`src/rtl/fetch_sequencer_if.sv`:
```
// Fetch sequencer bus: ROM address/data, redirect request, and the
// instruction output handshake.
interface fetch_sequencer_if #(
  parameter int ADDR_WIDTH = 10,
  parameter int DATA_WIDTH = 32
);
  logic [ADDR_WIDTH-1:0] mem_addr;
  logic [DATA_WIDTH-1:0] mem_data;
  logic                  redirect;
  logic [ADDR_WIDTH-1:0] redirect_addr;
  logic                  out_valid;
  logic                  out_ready;
  logic [DATA_WIDTH-1:0] out_instr;
  logic [ADDR_WIDTH-1:0] out_pc;

  // Sequencer side
  modport master (
    output mem_addr,
    input  mem_data,
    input  redirect,
    input  redirect_addr,
    output out_valid,
    input  out_ready,
    output out_instr,
    output out_pc
  );

  // ROM / consumer / redirect-source side
  modport slave (
    input  mem_addr,
    output mem_data,
    output redirect,
    output redirect_addr,
    input  out_valid,
    output out_ready,
    input  out_instr,
    input  out_pc
  );
endinterface

```
`src/rtl/fetch_sequencer.sv`:
```
// Instruction fetch sequencer: issues word addresses to a synchronous ROM,
// tracks the single read in flight, and buffers returned words in a 2-entry
// FIFO toward a valid/ready consumer. A redirect flushes everything and
// restarts fetch at the new address in the same cycle.
module fetch_sequencer #(
  parameter int ADDR_WIDTH = 10,
  parameter int DATA_WIDTH = 32,
  parameter int RESET_PC   = 0
) (
  input  logic              clk,
  input  logic              rst,
  fetch_sequencer_if.master bus
);
  typedef struct packed {
    logic [DATA_WIDTH-1:0] instr;
    logic [ADDR_WIDTH-1:0] pc;
  } entry_t;

  localparam logic [ADDR_WIDTH-1:0] RST_PC = ADDR_WIDTH'(RESET_PC);

  logic [ADDR_WIDTH-1:0] fetch_pc_q, fetch_pc_d;
  logic                  inflight_q, inflight_d;
  logic [ADDR_WIDTH-1:0] inflight_pc_q, inflight_pc_d;
  logic [1:0]            count_q, count_d;
  logic                  wr_ptr_q, wr_ptr_d;
  logic                  rd_ptr_q, rd_ptr_d;
  entry_t                fifo_q [2];

  logic                  vld;
  logic                  pop;
  logic                  push;
  logic                  issue;
  logic [2:0]            occ;
  logic [ADDR_WIDTH-1:0] addr;
  entry_t                head;

  assign head = fifo_q[rd_ptr_q];
  // Outputs forced quiet while reset is held, even before the first edge clears count.
  assign vld           = (count_q != 2'd0) & ~rst;
  assign bus.out_valid = vld;
  assign bus.out_instr = vld ? head.instr : '0;
  assign bus.out_pc    = vld ? head.pc    : '0;
  assign bus.mem_addr  = addr;

  // Next-state: handshake decode, issue throttle and FIFO bookkeeping
  always_comb begin
    addr  = bus.redirect ? bus.redirect_addr : fetch_pc_q;
    pop   = vld & bus.out_ready & ~bus.redirect;
    push  = inflight_q & ~bus.redirect;
    // Slots already committed (queued + in flight) after this cycle's pop;
    // issuing only below 2 keeps the FIFO from ever overflowing.
    occ   = 3'(count_q) + 3'(inflight_q) - 3'(pop);
    issue = bus.redirect | (occ < 3'd2);

    fetch_pc_d    = fetch_pc_q;
    inflight_pc_d = inflight_pc_q;
    inflight_d    = issue;
    count_d       = count_q;
    wr_ptr_d      = wr_ptr_q;
    rd_ptr_d      = rd_ptr_q;

    if (bus.redirect) begin
      count_d  = 2'd0;
      wr_ptr_d = 1'b0;
      rd_ptr_d = 1'b0;
    end else begin
      if (push) wr_ptr_d = ~wr_ptr_q;
      if (pop)  rd_ptr_d = ~rd_ptr_q;
      count_d = count_q + 2'(push) - 2'(pop);
    end

    if (issue) begin
      inflight_pc_d = addr;
      fetch_pc_d    = addr + ADDR_WIDTH'(1);
    end
  end

  // Control state registers; reset wins over everything
  always_ff @(posedge clk) begin
    if (rst) begin
      fetch_pc_q    <= RST_PC;
      inflight_q    <= 1'b0;
      inflight_pc_q <= '0;
      count_q       <= 2'd0;
      wr_ptr_q      <= 1'b0;
      rd_ptr_q      <= 1'b0;
    end else begin
      fetch_pc_q    <= fetch_pc_d;
      inflight_q    <= inflight_d;
      inflight_pc_q <= inflight_pc_d;
      count_q       <= count_d;
      wr_ptr_q      <= wr_ptr_d;
      rd_ptr_q      <= rd_ptr_d;
    end
  end

  // FIFO payload storage; contents are only observed through count, so no reset
  always_ff @(posedge clk) begin
    if (!rst && push) fifo_q[wr_ptr_q] <= '{instr: bus.mem_data, pc: inflight_pc_q};
  end
endmodule

```
`src/flat_wrapper.sv`:
```
// flat-port wrapper written by rule: the top's interface ports become plain ports
module fetch_sequencer_flat 
#(
  parameter int ADDR_WIDTH = 10,
  parameter int DATA_WIDTH = 32,
  parameter int RESET_PC   = 0
)
  (clk, rst, bus_mem_addr, bus_mem_data, bus_redirect, bus_redirect_addr, bus_out_valid, bus_out_ready, bus_out_instr, bus_out_pc);
  fetch_sequencer_if #(.ADDR_WIDTH(ADDR_WIDTH), .DATA_WIDTH(DATA_WIDTH)) bus_i ();
  input  logic clk;
  input  logic rst;
  output wire logic [$bits(bus_i.mem_addr)-1:0] bus_mem_addr;
  input wire logic [$bits(bus_i.mem_data)-1:0] bus_mem_data;
  input wire logic [$bits(bus_i.redirect)-1:0] bus_redirect;
  input wire logic [$bits(bus_i.redirect_addr)-1:0] bus_redirect_addr;
  output wire logic [$bits(bus_i.out_valid)-1:0] bus_out_valid;
  input wire logic [$bits(bus_i.out_ready)-1:0] bus_out_ready;
  output wire logic [$bits(bus_i.out_instr)-1:0] bus_out_instr;
  output wire logic [$bits(bus_i.out_pc)-1:0] bus_out_pc;
  assign bus_mem_addr = bus_i.mem_addr;
  assign bus_i.mem_data = bus_mem_data;
  assign bus_i.redirect = bus_redirect;
  assign bus_i.redirect_addr = bus_redirect_addr;
  assign bus_out_valid = bus_i.out_valid;
  assign bus_i.out_ready = bus_out_ready;
  assign bus_out_instr = bus_i.out_instr;
  assign bus_out_pc = bus_i.out_pc;
  fetch_sequencer #(.ADDR_WIDTH(ADDR_WIDTH), .DATA_WIDTH(DATA_WIDTH), .RESET_PC(RESET_PC)) u_core (.clk(clk), .rst(rst), .bus(bus_i));
endmodule
```
`config.mk`:
```
export PLATFORM = sky130hd
export DESIGN_NAME = fetch_sequencer_flat
export DESIGN_NICKNAME = d
export VERILOG_FILES = /design/src/rtl/fetch_sequencer_if.sv /design/src/rtl/fetch_sequencer.sv /design/src/flat_wrapper.sv
export SDC_FILE = /design/constraint.sdc
export NUM_CORES = 1
export LEC_CHECK = 0
export ABC_AREA = 1
export BUFFER_PORTS_ARGS = -buffer_cell sky130_fd_sc_hd__buf_2
export CAP_MARGIN = 20
export CORE_ASPECT_RATIO = 0.5
export CORE_UTILIZATION = 45
export DETAILED_ROUTE_END_ITERATION = 16
export PLACE_DENSITY = 0.77
export SLEW_MARGIN = 15
export SYNTH_ARGS = -nofsm -noshare
export SYNTH_HDL_FRONTEND = slang
export SYNTH_SLANG_ARGS = --single-unit
```
`constraint.sdc`:
```
create_clock -name clk -period 4.2 [get_ports clk]
set_input_delay 0.21 -clock clk [delete_from_list [all_inputs] [get_ports clk]]
set_output_delay 0.21 -clock clk [all_outputs]
set_load 0.01 [all_outputs]
```
Yosys cells after proc, flatten, opt, wreduce, memory -nomap -nowiden

Memories as Yosys holds them, arrays and structs flattened. A register that Yosys moved wholly into a read port is not among the register bits.
Cells that the tools add are included.

Muxes and demuxes: 7
$add $sub $neg: 5
Reduce and logical (&&, ||, !) cells: 4
Bitwise gates (word level): 9
Magnitude comparators: 1

Operator list:

| operator              | count |
|---|---|
| $mux 32               | 1 |
| $mux 10               | 2 |
| $add 10x1->10 const B | 1 |
| $and 1x1->1           | 4 |
| $mux 1                | 4 |
| $not 1->1             | 4 |
| $add 2x1->3           | 1 |
| $lt 3x2->1 const B    | 1 |
| $sub 3x1->3           | 1 |
| $add 2x1->2           | 1 |
| $reduce_bool 2->1     | 1 |
| $reduce_or 2->1       | 1 |
| $sub 2x1->2           | 1 |
| $logic_and 1x1->1     | 1 |
| $logic_not 1->1       | 1 |
| $or 1x1->1            | 1 |

Memories kept: 1
Word-level logic and storage cells: 33
Memory bits (writable): 84
Input port bits: 46
Output and inout bits: 53
Register bits: 25

Memory list:

| memory        | words | bits a word | read ports | clocked after memory_dff | wr ports | line                  | text |
|---|---|---|---|---|---|---|---|
| u_core.fifo_q | 2     | 42          | 1          | 1                        | 1        | fetch_sequencer.sv:27 | `entry_t fifo_q [2];` |

Logic depth before layout (Yosys ltp)

Gate-level depths: netlist of run 1.

Depth after elaboration: 7
Mapped depth: 16

Least setup slack after synthesis of run 1

Ideal clock, no wire load.

Kind: input port to flip-flop
Start point: input bus_redirect
End point: memory u_core.fifo_q[0][0] (netlist name), enable pin
Stages: 3
Required time: 3.706 ns
Data arrival time: 3.385 ns
Setup slack: 0.322 ns
Cells stage by stage: nor2_1 -> inv_1 -> nor3_1

Word-level cells in the longest chain between the ends: 5

Ends and longest elaborated chain:

| element                      | line                  | text |
|---|---|---|
| start, declared              | flat_wrapper.sv:14    | `input wire logic [$bits(bus_i.redirect)-1:0] bus_redirect;` |
| $not 1->1                    | fetch_sequencer.sv:49 | `push = inflight_q & ~bus.redirect;` |
| $and 1x1->1                  | fetch_sequencer.sv:49 |  |
| $logic_and 1x1->1            | fetch_sequencer.sv:99 | `if (!rst && push) fifo_q[wr_ptr_q] <= '{instr: bus.mem_data, pc: inflight_pc_q};` |
| $mux 1                       | fetch_sequencer.sv:99 |  |
| $mux 1 (not written as such) | fetch_sequencer.sv:99 |  |
| end, declared                | fetch_sequencer.sv:27 |  |

Every way passes these cells.

Final worst setup path of run 1

Start point: register u_core.count_q[1]
End point: register u_core.fetch_pc_q[8]

Word-level cells in the longest chain between the ends: 7

Ends and longest elaborated chain:

| element                  | line                  | text |
|---|---|---|
| start, declared          | fetch_sequencer.sv:24 | `logic [1:0] count_q, count_d;` |
| start signal, assigned   | fetch_sequencer.sv:91 | `count_q <= count_d;` |
| $reduce_bool 2->1        | fetch_sequencer.sv:39 | `assign vld = (count_q != 2'd0) & ~rst;` |
| $and 1x1->1              | fetch_sequencer.sv:39 |  |
| $and 1x1->1 (2 in a row) | fetch_sequencer.sv:48 | `pop = vld & bus.out_ready & ~bus.redirect;` |
| $sub 3x1->3 (*)          | fetch_sequencer.sv:52 | `occ = 3'(count_q) + 3'(inflight_q) - 3'(pop);` |
| $lt 3x2->1 (*)           | fetch_sequencer.sv:53 | `issue = bus.redirect \| (occ < 3'd2);` |
| $or 1x1->1 (*)           | fetch_sequencer.sv:53 |  |
| end signal, assigned     | fetch_sequencer.sv:88 | `fetch_pc_q <= fetch_pc_d;` |
| end, declared            | fetch_sequencer.sv:21 | `logic [ADDR_WIDTH-1:0] fetch_pc_q, fetch_pc_d;` |

Every way passes the cells marked *; elsewhere a longest branch is shown, timed or not.
A chain may end at the register's enable or synchronous reset.

==> results.py, run 1 <==
metrics = {
    "pwr": {
        "vdd_drop_max_mv": 0.2347,
        "swShare_pct": 21.58,
        "netSwitchingPower_w": 0.0004866,
        "p_per_area_nw_per_um2": 393.8,
        "p_leak_nw": 2.671,
        "seq_power_share_pct": 54.2,
        "power.share.clock_pct": 38.6,
        "internal_power_w": 0.001768,
        "combPwrFrac_pct": 7.2,
    },
    "sta": {
        "finClkSkew_ps": 6.859,
        "hold_viol_final": 0,
        "setup_viol": 0,
        "worst_slew_pin_slew_ps": 1027,
        "timing.setup.tns_ps": 0,
        "max_freq_mhz": 368.1,
        "min_period_over_period_pct": 64.68,
        "setup_ws_ps": 1484,
        "relSlewSlack_pct": 31.50,
        "rsz0062_at_grt": "no",
        "slew_viol_final": 0,
        "period_minus_slack_ps": 2716,
    },
    "route": {
        "ant_nets": 0,
        "first_iter_violations": 163,
        "wl_per_cell_um": 13.06,
        "vias": 3192,
        "viasPerCell": 4.708,
        "drt-pass1-iter-count": 4,
        "drc": 0,
        "wirelength_mm": 8.855,
    },
    "critical_path": {
        "cp.arrival_ps": 2960,
        "path_class": "flip-flop to flip-flop",
        "cpMaxStageDelayCell": "fa_1",
        "r2r-end": "u_core.fetch_pc_q[8]",
        "crit_path_frequent_cell": "nand2_1",
        "cp_max_fo": 17,
        "worst-path-buf-inv": 3,
        "slowest_delay_ps": 430,
        "cp_cell_sequence": "inv_2, a21oi_2, nand2_1, a21oi_1, fa_1, inv_1, nand3_1, nand2_1, inv_1, nor2_1, nand2_1, nand2_1, nor2_1",
        "cp_top_family": "simple AND/OR/NAND/NOR gates",
        "start_kind": "flip-flop",
        "r2r_slack_ps": 1480,
        "worst_r2r_startpoint": "u_core.count_q[1]",
        "critPathRequiredTime_ps": 4440,
        "rr_worst_depth": 13,
        "worst_setup_path_end_kind": "flip-flop",
    },
    "worst_hold_path": {
        "min-delay-start": "bus_mem_data[13]",
        "min_path_cells": 1,
        "worstHoldEndpoint": "u_core.fifo_q[1][23]",
        "worstHoldPathType": "primary input to flip-flop",
    },
    "clocking": {
        "cts_tree": "built",
        "postCtsSetupBuffers": 0,
        "numCtsBuffers": 9,
        "htree_num_levels": 3,
        "clockRootBuffer": "clkbuf_16",
        "clkSlewWorstSetupHoldPaths_ps": 70,
        "clock_latency_ps": 340,
        "clock_sinks": 110,
        "cts_max_path_buffers": 2,
        "ctsHoldBuffers": 0,
        "cts_resized": 0,
    },
    "status": {
        "status": "finished clean",
    },
    "synthesis": {
        "netlist_area_um2": 4791,
        "synth_top_area_share_pct": 52.65,
        "async_flop_share_pct": 0,
        "synthDistinctLibCells": 32,
        "avgSynthCellArea_um2": 11.01,
        "seq_area_frac_synth_pct": 63.52,
        "yosys_warnings": 0,
        "netlist_top_cells_area": "edfxtp_1 53%, dfxtp_1 11%, mux2_2 9.9%",
        "synthFlopType": "edfxtp_1",
        "yosys.area.top_type": "edfxtp_1",
        "synth-edff-count": 84,
        "syn_nets": 484,
        "synth_common_cells": "105 x nand2_1, 84 x edfxtp_1, 66 x inv_1",
        "syn_inst": 435,
        "ys_ff_latch": 110,
        "yosysMostFrequentCell": "nand2_1",
    },
    "global_routing": {
        "grt_pass1_wl_mm": 13.95,
        "grt_pass1_vias": 3021,
        "grt_overflow": 0,
        "track_usage_pct": 16.68,
        "grt_max_degree": 44,
        "grt_antenna_before_repair": 0,
    },
    "placement": {
        "dp_slack_ps": 1193,
        "port_buffers": 98,
        "hpwl_mm": 5.898,
        "gp_congestion": 0.8650,
    },
    "floorplan": {
        "core_area_um2": 10280,
        "die_w_um": 147.9,
        "num_rows": 26,
        "ioPinCount": 99,
        "initial_core_util_pct": 46.60,
        "fp.dieH_um": 74.96,
        "dieArea_um2": 11090,
    },
    "layout": {
        "fill_cells": 889,
        "layout-drive-gt1-share_pct": 33.83,
        "syn_to_final_growth_pct": 19.51,
        "diodes": 0,
        "finish.net_count": 582,
    },
    "run": {
        "cap_violations": 0,
    },
}
[how the worst max path moves through the flow]
stage,from,cells past startpoint,to,slack [ps]
2_1_floorplan,bus_redirect,3,u_core.fifo_q[0][0],320
5_1_grt,bus_redirect,15,u_core.fetch_pc_q[8],1200
6_report,u_core.count_q[1],13,u_core.fetch_pc_q[8],1480
3_5_place_dp,bus_redirect,15,u_core.fetch_pc_q[8],1190
4_1_cts,u_core.count_q[1],13,u_core.fetch_pc_q[8],1520
3_3_place_gp,bus_redirect,15,u_core.fetch_pc_q[8],1350
[flip-flops by register name, summed over array words and instances (netlist names), named ones only]
name	count
u_core.fifo_q	84
u_core.fetch_pc_q	10
u_core.inflight_pc_q	10
u_core.count_q	2
u_core.inflight_q	1
u_core.rd_ptr_q	1
u_core.wr_ptr_q	1
[kinds of logic (layout without fill, tap and decap cells)]
group | after synthesis | count (layout) | synth area share [%]
AO/OA/AOI/OAI | 40 | 40 | 4.362
adder cells (fa/ha/maj) | 3 | 3 | 0.9401
buffers and inverters | 87 | 190 | 7.913
flip-flops | 110 | 110 | 63.52
multiplexers | 42 | 42 | 9.872
AND/OR/NAND/NOR | 153 | 153 | 13.40
[per-stage QoR]
stage | utilization, % | hold WS (ps) | instance area (µm²) | std cells | total power [W]
final | 55.70 | 54.70 | 5725 | 678 | 0.002255
after global routing | 55.70 | 36.33 | 5725 | 678 | 0.002347
after CTS | 55.70 | 38.88 | 5725 | 678 | 0.002277
after detailed placement | 52.62 | 402.2 | 5409 | 662 | 0.001407
after global placement | 52.62 | 398.9 | 5409 | 662 | 0.001401
after floorplan | - | 279.1 | 4791 | 435 | 0.001344
[cells in the final DEF (no fill, tap or decap), types with 2 or more instances in the layout]
master / instances
nand2_2: 4
dfxtp_1: 25
o21ai_0: 17
nor2_1: 24
a21oi_1: 17
nand2_4: 3
buf_2: 98
nand2_1: 105
clkbuf_8: 2
inv_1: 66
ha_1: 2
o21ai_1: 2
buf_4: 4
clkbuf_16: 9
clkinv_4: 2
edfxtp_1: 84
mux2_2: 42
nand3_1: 10
nor2_4: 2
inv_6: 2
inv_2: 4
[per-layer routing]
| layer | wire (µm) | GRT usage [%] | share of wire (%) | vias up |
|---|---|---|---|---|
| met5 | 0 | 0 | 0 | - |
| met4 | 70 | 5.040 | 0.79 | 0 |
| met3 | 327 | 4.545 | 3.7 | 5 |
| met2 | 4434 | 29.35 | 50 | 68 |
| met1 | 4023 | 20.63 | 45 | 1502 |
| li1 | - | - | - | 1617 |
[final cells by class]
class	count	area (µm²)	share of cell area, %
Clock inverter	5	63.81	1.115
Clock buffer	11	252.7	4.414
Tap cell	140	175.2	3.059
Timing Repair Buffer	102	520.5	9.091
Inverter	72	276.5	4.830
Multi-Input combinational cell	238	1393	24.32
Sequential cell	110	3044	53.17
[power groups by stage]
stage | clock [W] | sequential, W | combinational (W)
finish | 0.000871 | 0.00122 | 0.000163
floorplan | 0 | 0.00124 | 0.000103
CTS | 0.000893 | 0.00122 | 0.000164
global placement | 0 | 0.00124 | 0.000157
global route | 0.000940 | 0.00122 | 0.000184
detailed placement | 0 | 0.00125 | 0.000162
Note: power is estimated with default switching activity, not from simulation.
==> run 2: changes to the inputs <==
--- a/config.mk
+++ b/config.mk
@@ -5,13 +5,13 @@
 export SDC_FILE = /design/constraint.sdc
 export NUM_CORES = 1
 export LEC_CHECK = 0
-export ABC_AREA = 1
+export ABC_AREA = 0
 export BUFFER_PORTS_ARGS = -buffer_cell sky130_fd_sc_hd__buf_2
 export CAP_MARGIN = 20
 export CORE_ASPECT_RATIO = 0.5
 export CORE_UTILIZATION = 45
 export DETAILED_ROUTE_END_ITERATION = 16
-export PLACE_DENSITY = 0.77
+export PLACE_DENSITY = 0.8
 export SLEW_MARGIN = 15
 export SYNTH_ARGS = -nofsm -noshare
 export SYNTH_HDL_FRONTEND = slang
==> constraint.sdc (replaced) <==
create_clock -name clk -period 2.3 [get_ports clk]
set_input_delay 0.115 -clock clk [delete_from_list [all_inputs] [get_ports clk]]
set_output_delay 0.115 -clock clk [all_outputs]
set_load 0.01 [all_outputs]
==> run 2 against run 1 <==
Against the previous run: die area is 4.1% lower; clock skew is 2.3 ps lower; design area is 3.2% higher; clock power is 78% higher; worst hold slack better by 95 ps; routed wire length is 2.1% higher; first-iteration DRC count is 0.61% lower; critical path depth is 7 lower; utilization is 5.5 points higher; count of clock-buffer cells in the layout is 2 higher; critical endpoint is now u_core.fetch_pc_q[7].
==> results.py, run 2 <==
metrics = {
    "route": {
        "drt-pass1-iter-count": 5,
        "ant_nets": 0,
        "viasPerCell": 5.028,
        "wl_per_cell_um": 14.78,
        "vias": 3077,
        "first_iter_violations": 162,
        "wirelength_mm": 9.043,
        "drc": 0,
    },
    "sta": {
        "slew_viol_final": 0,
        "setup_viol": 0,
        "relSlewSlack_pct": 67.74,
        "max_freq_mhz": 466.7,
        "hold_viol_final": 0,
        "worst_slew_pin_slew_ps": 483.8,
        "finClkSkew_ps": 4.511,
        "rsz0062_at_grt": "no",
        "min_period_over_period_pct": 93.15,
        "timing.setup.tns_ps": 0,
        "period_minus_slack_ps": 2143,
    },
    "worst_hold_path": {
        "worstHoldEndpoint": "u_core.count_q[0]",
        "min_path_cells": 3,
        "worstHoldPathType": "primary input to flip-flop",
        "min-delay-start": "rst",
    },
    "synthesis": {
        "netlist_top_cells_area": "edfxtp_1 55%, dfxtp_1 11%, mux2i_1 9.4%",
        "avgSynthCellArea_um2": 13.53,
        "netlist_area_um2": 4588,
        "seq_area_frac_synth_pct": 66.32,
        "syn_inst": 339,
        "yosys_warnings": 0,
        "syn_nets": 388,
        "synth-edff-count": 84,
        "yosysMostFrequentCell": "edfxtp_1",
        "synth_top_area_share_pct": 54.98,
        "synthFlopType": "edfxtp_1",
        "yosys.area.top_type": "edfxtp_1",
        "async_flop_share_pct": 0,
        "ys_ff_latch": 110,
        "synth_common_cells": "84 x edfxtp_1, 59 x nor2_1, 43 x mux2i_1",
        "synthDistinctLibCells": 45,
    },
    "critical_path": {
        "rr_worst_depth": 6,
        "worst_setup_path_end_kind": "flip-flop",
        "worst_r2r_startpoint": "u_core.inflight_q",
        "cpMaxStageDelayCell": "or4_1",
        "cp_cell_sequence": "or3_4, fa_2, xnor2_2, o21ba_1, or4_1, nand3_1",
        "path_class": "flip-flop to flip-flop",
        "start_kind": "flip-flop",
        "cp_max_fo": 6,
        "cp.arrival_ps": 2420,
        "critPathRequiredTime_ps": 2580,
        "r2r-end": "u_core.fetch_pc_q[7]",
        "slowest_delay_ps": 460,
        "r2r_slack_ps": 160,
    },
    "placement": {
        "gp_congestion": 0.8378,
        "port_buffers": 98,
        "hpwl_mm": 5.698,
    },
    "floorplan": {
        "die_w_um": 144.8,
        "num_rows": 25,
        "dieArea_um2": 10630,
        "core_area_um2": 9666,
        "ioPinCount": 99,
        "fp.dieH_um": 73.40,
        "initial_core_util_pct": 47.47,
    },
    "clocking": {
        "cts_max_path_buffers": 2,
        "ctsHoldBuffers": 32,
        "clkSlewWorstSetupHoldPaths_ps": 70,
        "postCtsSetupBuffers": 0,
        "clock_sinks": 110,
        "clockRootBuffer": "clkbuf_16",
        "cts_tree": "built",
        "clock_latency_ps": 340,
        "cts_resized": 0,
        "htree_num_levels": 3,
        "numCtsBuffers": 9,
    },
    "global_routing": {
        "grt_max_degree": 44,
        "gr-usage-met1_pct": 21.15,
        "use_met3_pct": 4.107,
        "busiest_layer": "met2",
        "grt_pass1_vias": 2925,
        "grt_antenna_before_repair": 0,
        "use_met2_pct": 32.10,
        "grt_overflow": 0,
        "grt_pass1_wl_mm": 14.13,
        "track_usage_pct": 17.71,
    },
    "pwr": {
        "netSwitchingPower_w": 0.0008554,
        "internal_power_w": 0.003268,
        "combPwrFrac_pct": 8.2,
        "power.share.clock_pct": 37.5,
        "seq_power_share_pct": 54.4,
        "vdd_drop_max_mv": 0.4080,
        "power_w": 0.004124,
        "p_leak_nw": 2.305,
        "p_per_area_nw_per_um2": 697.7,
        "swShare_pct": 20.74,
    },
    "layout": {
        "final_common_cell": "buf_2",
        "top_regs": "u_core.fifo_q: 84 flops, u_core.fetch_pc_q: 10 flops, u_core.inflight_pc_q: 10 flops",
        "largest_register": "u_core.fifo_q",
        "largest_reg_flops": 84,
        "layout-drive-gt1-share_pct": 30.82,
        "fill_cells": 779,
        "finish.net_count": 521,
        "diodes": 0,
        "syn_to_final_growth_pct": 28.82,
        "layout_common_cells": "98 x buf_2, 84 x edfxtp_1, 58 x nor2_1",
    },
    "status": {
        "status": "finished clean",
    },
    "run": {
        "cap_violations": 0,
    },
}
## run 2: cell types whose count changed after synthesis, sizes merged, moves of 7 or more
| cell | delta |
|---|---|
| nor2 | +33 |
| inv | -61 |
| nor3 | +10 |
| a21oi | -12 |
| xnor2 | +7 |
| mux2 | -35 |
| nand2 | -97 |
| mux2i | +45 |
| o21ai | -14 |
## run 2: how the worst max path moves through the flow
stage | from | endpoint
6_report | u_core.inflight_q | u_core.fetch_pc_q[7]
4_1_cts | u_core.inflight_q | u_core.fetch_pc_q[7]
3_3_place_gp | rst | u_core.fetch_pc_q[7]
3_5_place_dp | rst | u_core.fetch_pc_q[7]
2_1_floorplan | bus_redirect | u_core.fetch_pc_q[7]
5_1_grt | u_core.inflight_q | u_core.fetch_pc_q[7]
## run 2: routing by layer
layer	wire (µm)	vias to the layer above
li1	-	1487
met1	3785	1482
met2	4629	93
met3	487	15
met4	141	0
met5	0	-
## run 2: worst max-delay path, delay by kind of cell (launching register included)
family / cells / cell delay, ps
AO/OA/AOI/OAI: 1 / 200
XOR/XNOR: 1 / 160
adder cells (fa/ha/maj): 1 / 400
flip-flops: 1 / 370
AND/OR/NAND/NOR: 3 / 960
## run 2: logic make-up (layout without fill, tap and decap cells)
group / count (synthesis) / in the layout / share of synthesized area (%)
AOI/OAI and AO/OA: 27 / 27 / 4.718
xor gates and xnor gates: 11 / 11 / 2.263
adders and majority gates: 3 / 3 / 0.9817
buffers and inverters: 28 / 166 / 3.272
DFF: 110 / 110 / 66.32
muxes: 52 / 52 / 11.78
and+or+nand+nor: 108 / 108 / 10.66
## run 2: cell type report
type                       instances  area [µm²]  area share, %
sequential                       110        3044          51.50
multi-input combinational        201        1430          24.20
timing repair buffer             141       930.9          15.75
clock buffer                      13       260.3          4.403
tap                              135       168.9          2.858
clock inverter                     3       42.54         0.7197
inverter                           9       33.78         0.5715
## run 2: per-stage QoR
stage	setup slack, ps	utilization [%]	instance area [µm²]	instances	hold slack [ps]
global placement	131.6	54.71	5288	564	303.1
CTS	155.9	61.15	5911	612	136.5
global route	29.31	61.15	5911	612	145.8
finish	157.5	61.15	5911	612	149.7
floorplan	-58.12	-	4609	339	213.9
detailed placement	96.01	54.71	5288	564	306.2
## run 2: power by group through the flow
stage / Combinational, W / Sequential [W] / Clock (W)
after floorplan: 0.000178 / 0.00227 / 0
after global placement: 0.000281 / 0.00228 / 0
after detailed placement: 0.000290 / 0.00228 / 0
after CTS: 0.000337 / 0.00224 / 0.00159
after global routing: 0.000367 / 0.00225 / 0.00165
final: 0.000336 / 0.00224 / 0.00155
